--- src/rtl/muldiv_hilo.sv ---
// Execute-stage multiply/divide unit holding the architectural HI/LO pair.
// Multiplies and MTHI/MTLO retire in one cycle. Divides use a restoring
// divider that runs one step per clock and holds the pipeline through
// stall_divE until the quotient and remainder are written into LO and HI.
module muldiv_hilo #(
    parameter int         WIDTH    = 32,
    parameter logic [4:0] OP_MULT  = 5'b10000,
    parameter logic [4:0] OP_MULTU = 5'b10001,
    parameter logic [4:0] OP_DIV   = 5'b10010,
    parameter logic [4:0] OP_DIVU  = 5'b10011,
    parameter logic [4:0] OP_MTHI  = 5'b10100,
    parameter logic [4:0] OP_MTLO  = 5'b10101
) (
    input  logic             clk,
    input  logic             rst,
    input  logic             validE,
    input  logic [4:0]       alucontrolE,
    input  logic             flushE,
    input  logic [WIDTH-1:0] srcaE,
    input  logic [WIDTH-1:0] srcbE,
    output logic             stall_divE,
    output logic [WIDTH-1:0] hiE,
    output logic [WIDTH-1:0] loE,
    output logic             busy
);

    localparam int            CW       = $clog2(WIDTH);
    localparam logic [CW-1:0] CNT_LAST = CW'(WIDTH - 1);

    typedef enum logic [1:0] {
        S_IDLE = 2'd0,
        S_RUN  = 2'd1,
        S_FIX  = 2'd2,
        S_DONE = 2'd3
    } state_t;

    // Two's complement negation, shared by operand magnitude and sign fix-up.
    function automatic logic [WIDTH-1:0] negate(input logic [WIDTH-1:0] v);
        return (~v) + WIDTH'(1);
    endfunction

    state_t             state_q, state_d;
    logic [CW-1:0]      cnt_q,   cnt_d;
    logic [WIDTH-1:0]   hi_q,    hi_d;
    logic [WIDTH-1:0]   lo_q,    lo_d;
    logic [WIDTH-1:0]   rem_q,   rem_d;   // partial remainder
    logic [WIDTH-1:0]   quo_q,   quo_d;   // dividend shifting out, quotient shifting in
    logic [WIDTH-1:0]   dvs_q,   dvs_d;   // divisor magnitude
    logic               qneg_q,  qneg_d;
    logic               rneg_q,  rneg_d;
    logic               dz_q,    dz_d;

    logic               is_mul_s;
    logic               is_div_s;
    logic               is_mt_s;
    logic               op_go_s;
    logic               a_neg_s;
    logic               b_neg_s;
    logic [2*WIDTH-1:0] mul_a_s;
    logic [2*WIDTH-1:0] mul_b_s;
    logic [2*WIDTH-1:0] product_s;
    logic [WIDTH:0]     shifted_s;
    logic [WIDTH:0]     diff_s;

    // Decode the E-stage operation and build the multiply and divide-step datapaths.
    always_comb begin
        is_mul_s  = (alucontrolE == OP_MULT) || (alucontrolE == OP_MULTU);
        is_div_s  = (alucontrolE == OP_DIV)  || (alucontrolE == OP_DIVU);
        is_mt_s   = (alucontrolE == OP_MTHI) || (alucontrolE == OP_MTLO);
        op_go_s   = validE & ~flushE & (is_mul_s | is_div_s | is_mt_s);
        a_neg_s   = (alucontrolE == OP_DIV) & srcaE[WIDTH-1];
        b_neg_s   = (alucontrolE == OP_DIV) & srcbE[WIDTH-1];
        // Sign- or zero-extend to 2*WIDTH so one unsigned multiplier serves both.
        mul_a_s   = {{WIDTH{(alucontrolE == OP_MULT) & srcaE[WIDTH-1]}}, srcaE};
        mul_b_s   = {{WIDTH{(alucontrolE == OP_MULT) & srcbE[WIDTH-1]}}, srcbE};
        product_s = mul_a_s * mul_b_s;
        shifted_s = {rem_q, quo_q[WIDTH-1]};
        diff_s    = shifted_s - {1'b0, dvs_q};
    end

    // Next-state logic for the divider FSM and the HI/LO registers.
    always_comb begin
        state_d = state_q;
        cnt_d   = cnt_q;
        hi_d    = hi_q;
        lo_d    = lo_q;
        rem_d   = rem_q;
        quo_d   = quo_q;
        dvs_d   = dvs_q;
        qneg_d  = qneg_q;
        rneg_d  = rneg_q;
        dz_d    = dz_q;
        case (state_q)
            S_IDLE: begin
                if (op_go_s) begin
                    if (is_mul_s) begin
                        {hi_d, lo_d} = product_s;
                    end else if (alucontrolE == OP_MTHI) begin
                        hi_d = srcaE;
                    end else if (alucontrolE == OP_MTLO) begin
                        lo_d = srcaE;
                    end else begin
                        // Only divides remain: capture magnitudes and result signs.
                        quo_d   = a_neg_s ? negate(srcaE) : srcaE;
                        dvs_d   = b_neg_s ? negate(srcbE) : srcbE;
                        rem_d   = '0;
                        cnt_d   = '0;
                        qneg_d  = a_neg_s ^ b_neg_s;
                        rneg_d  = a_neg_s;
                        dz_d    = (srcbE == '0);
                        state_d = S_RUN;
                    end
                end else begin
                    state_d = S_IDLE;
                end
            end
            S_RUN: begin
                if (flushE) begin
                    state_d = S_IDLE;
                end else begin
                    // Restoring step: keep the trial difference only if non-negative.
                    if (diff_s[WIDTH] == 1'b0) begin
                        rem_d = diff_s[WIDTH-1:0];
                        quo_d = {quo_q[WIDTH-2:0], 1'b1};
                    end else begin
                        rem_d = shifted_s[WIDTH-1:0];
                        quo_d = {quo_q[WIDTH-2:0], 1'b0};
                    end
                    cnt_d = cnt_q + CW'(1);
                    if (cnt_q == CNT_LAST) begin
                        state_d = S_FIX;
                    end else begin
                        state_d = S_RUN;
                    end
                end
            end
            S_FIX: begin
                if (flushE) begin
                    state_d = S_IDLE;
                end else begin
                    // A zero divisor leaves quotient all ones and remainder equal to
                    // the dividend magnitude; re-applying the dividend sign restores
                    // the raw dividend, so only the quotient negation is skipped.
                    if (dz_q) begin
                        lo_d = {WIDTH{1'b1}};
                    end else begin
                        lo_d = qneg_q ? negate(quo_q) : quo_q;
                    end
                    hi_d    = rneg_q ? negate(rem_q) : rem_q;
                    state_d = S_DONE;
                end
            end
            S_DONE: begin
                // The divide leaves E on this edge; never restart from its opcode.
                state_d = S_IDLE;
            end
            default: begin
                state_d = S_IDLE;
            end
        endcase
    end

    // State and HI/LO registers with asynchronous active-low reset.
    always_ff @(posedge clk or negedge rst) begin
        if (!rst) begin
            state_q <= S_IDLE;
            cnt_q   <= '0;
            hi_q    <= '0;
            lo_q    <= '0;
            rem_q   <= '0;
            quo_q   <= '0;
            dvs_q   <= '0;
            qneg_q  <= 1'b0;
            rneg_q  <= 1'b0;
            dz_q    <= 1'b0;
        end else begin
            state_q <= state_d;
            cnt_q   <= cnt_d;
            hi_q    <= hi_d;
            lo_q    <= lo_d;
            rem_q   <= rem_d;
            quo_q   <= quo_d;
            dvs_q   <= dvs_d;
            qneg_q  <= qneg_d;
            rneg_q  <= rneg_d;
            dz_q    <= dz_d;
        end
    end

    // Stall must rise in the issue cycle itself, so it is decoded combinationally.
    always_comb begin
        stall_divE = rst & (((state_q == S_IDLE) & op_go_s & is_div_s) |
                            (state_q == S_RUN) | (state_q == S_FIX));
        busy       = (state_q != S_IDLE);
        hiE        = hi_q;
        loE        = lo_q;
    end

endmodule

--- config.mk ---
export PLATFORM = sky130hd
export DESIGN_NAME = muldiv_hilo
export DESIGN_NICKNAME = d
export VERILOG_FILES = /design/src/rtl/muldiv_hilo.sv
export SDC_FILE = /design/constraint.sdc
export NUM_CORES = 2
export LEC_CHECK = 0
export ABC_AREA = 1
export BUFFER_PORTS_ARGS = -buffer_cell sky130_fd_sc_hd__buf_2
export CAP_MARGIN = 20
export CORE_ASPECT_RATIO = 1.2
export CORE_MARGIN = 4
export CORE_UTILIZATION = 45
export CTS_BUF_LIST = sky130_fd_sc_hd__clkbuf_8
export DETAILED_ROUTE_END_ITERATION = 8
export PLACE_DENSITY_LB_ADDON = 0.1
export SLEW_MARGIN = 40
export SYNTH_ARGS = -nofsm -noshare
export SYNTH_HDL_FRONTEND = slang
export SYNTH_SLANG_ARGS = --single-unit
--- constraint.sdc ---
create_clock -name clk -period 2.7 [get_ports clk]
set_clock_uncertainty 0.1 [all_clocks]
set_input_delay 0.405 -clock clk [delete_from_list [all_inputs] [get_ports clk]]
set_output_delay 0.405 -clock clk [all_outputs]
set_load 0.01 [all_outputs]
==> run_results.csv <==
group,metric,value,unit
logic_synthesis,ys_types,62,
sta,fin_crit_sh,265,%
routing,drtAntennaViolNets,0,
cts,clk_pin_slew,0.12,ns
die,ios,139,
cts,cts.htree.levels,4,
logic_synthesis,synth_commonest_cells,"1,828 x nand2_1, 1,795 x inv_1, 1,126 x fa_1, 346 x nor2_1, 263 x o21ai_0",
grt,grt_pass1_vias,51700,
cts,cts_num_sinks,170,
logic_synthesis,netlist_area,52900,um2
sta,fin_crit,7.17,ns
logic_synthesis,synth-edff-count,0,
critical_path,crit_slowest_cell,"fa_1",
cells_and_area,nNetsFinal,9284,
critical_path,reg2regPathDepth,18,
cts,cts_buffers,17,
cts,clockBufferDepth,2,
die,die_height,384,um
run_status,status,"complete, but fails checks",
sta,slew_headroom,45.1,%
cells_and_area,area_growth,31.9,%
logic_synthesis,synth_largest_area_cell,"fa_1",
grt,grt_remaining_overflow,0,
die,core-area,117000,um2
grt,grt_max_degree,120,
cts,cts-root-buf,"clkbuf_8",
critical_path,worstSetupStartpointType,"input port",
placed_design,portBuffers,138,
die,placementRows,137,
run_status,violations,"setup timing",
sta,max_slew.worst_pin.slew,0.824,ns
sta,slew_viol_final,0,
sta,hold_viol,0,
logic_synthesis,ys.flop_type,"dfrtp_1",
logic_synthesis,yosysSeqAreaShare,8.03,%
critical_path,path_max_fanout,9,
grt,gr-usage-all-layers,34.6,%
routing,wirelength,209000,um
die,fp.dieArea,123000,um2
logic_synthesis,synth_top_area_share,42.6,%
die,start_util,45.4,%
logic_synthesis,yosysMostFrequentCell,"nand2_1",
cells_and_area,stdcell_area,69800,um2
sta,setup_viol,93,
critical_path,cp_slowest_stage_delay,0.52,ns
routing,remaining_drc_errors,0,
logic_synthesis,synthTopCellsByArea,"fa_1 43%, nand2_1 13%, inv_1 13%, dfrtp_1 8.0%, ha_1 5.9%",
die,die_w,321,um
cells_and_area,drive_gt1_share,27.9,%
sta,rsz0062_at_grt,"yes",
placed_design,hpwl,174000,um
cells_and_area,fill_cells,10900,
routing,avgRoutedWirePerCell,22.3,um
hold_path,hold_depth,4,
logic_synthesis,syn_inst,6995,
critical_path,cp.arrival,7.56,ns
grt,antenna_found_initial,9,
cts,clk_latency,0.57,ns
critical_path,crit_top_cell,"fa_1",
hold_path,hold_class,"input port to flop",
placed_design,gp_congestion,1.04,
placed_design,place_area,63000,um2
routing,drtPass1Iterations,5,
critical_path,required,3.09,ns
logic_synthesis,avgSynthCellArea,7.57,um2
logic_synthesis,yosysWarnings,0,
logic_synthesis,synth_fp_nets,8444,
logic_synthesis,ys_ff_latch,170,
logic_synthesis,postSynth.asyncResetShare,100,%
cts,cts_tree,"done",
sta,fin_ws,-4.47,ns
critical_path,critPathKind,"input port to flop",
sta,max_freq,140,MHz
critical_path,worst_setup_path_end_kind,"flop",
routing,vias,48700,
routing,vias_per_cell,5.19,
run,maxCapViolCount,0,
grt,grt_pass1_wl,318000,um
routing,drt_iter0_markers,3400,
[layout by cell type (no fill, tap or decap), drive strengths merged, types with 9 or more instances in the layout]
cell type  instances
a21boi            20
a21oi            233
a31oi             17
buf             1154
clkbuf            19
dfrtp            170
fa              1126
ha               250
inv             1809
nand2           1833
nand3            210
nand3b            12
nand4             47
nor2             361
nor3              47
nor4               9
o211ai            12
o21ai            283
o21bai            18
o221ai            14
o31ai             10
or2               36
xnor2             30
xor2              72
[repair_timing]
action,in CTS,in global routing
hold buffers,1,0
gates resized for setup,851,482
setup buffers,94,50
hold endpoints to repair,170,0
cloned,13,0
pin swaps,351,304
setup endpoints to repair,94,95
[sequential cells by signal (all words and copies together) (netlist names), 2 cells and up]
register / cells
dvs_q: 32
hiE: 32
loE: 32
quo_q: 32
rem_q: 32
cnt_q: 5
state_q: 2
[logic make-up (layout without fill, tap and decap cells)]
kind of cell    Yosys count  in the layout  share of synthesized area (%)
xor+xnor                102            102                           1.69
fa+ha+maj              1376           1376                           48.5
flops                   170            170                           8.03
buf+inv                2144           2997                           15.4
other cells               0              6                              0
mux                       1              1                         0.0189
simple gates           2559           2559                           19.6
compound gates          643            643                           6.81
[metal layers]
metal | global-route usage (%) | part of all wire [%]
met1 | 44.9 | 41
met2 | 57.7 | 47
met3 | 5.65 | 6.5
met4 | 14.9 | 5.6
met5 | 0 | 0
[area by class of cell]
class / count / area (um2) / area share (%)
Sequential cell: 170 / 4250 / 6.09
Inverter: 1807 / 6850 / 9.81
Multi-Input combinational cell: 4681 / 45700 / 65.4
Clock inverter: 14 / 155 / 0.222
Timing Repair Buffer: 1158 / 10700 / 15.4
Antenna cell: 6 / 15.0 / 0.0215
Clock buffer: 18 / 248 / 0.355
Tap cell: 1529 / 1910 / 2.74
[critical path, delay by kind of cell]
| kind | cells | cell delay (ns) |
|---|---|---|
| fa+ha+maj | 9 | 4.27 |
| compound gates | 2 | 0.28 |
| simple gates | 13 | 1.44 |
| buf+inv | 12 | 1.13 |
[through the flow]
stage	TNS, ns	hold slack (ns)	utilization [%]	instances	setup WS, ns
after floorplan	-222.73	0.00941	-	6995	-4.71
after global placement	-311.86	0.355	54.1	9200	-5.67
after detailed placement	-316.03	0.359	54.1	9200	-5.70
after CTS	-233.49	0.0417	58.2	9334	-4.53
after global routing	-246.43	0.102	59.9	9379	-4.70
final	-234.13	0.0934	59.9	9383	-4.47
[path summary, 6_finish.rpt]
kind | endpoint | startpoint | slack (ns)
max reg2reg | rem_q[15] | quo_q[31] | -0.14
max in group asynchronous | loE[23] | rst | 1.41
max | hiE[14] | alucontrolE[3] | -4.47
min | state_q[1] | flushE | 0.09
min reg2reg | loE[9] | loE[9] | 0.38
min in group asynchronous | dvs_q[8] | rst | 0.41
Power is not shown: default switching activity piles up to over one toggle a cycle in this logic, so the estimate is an artifact.
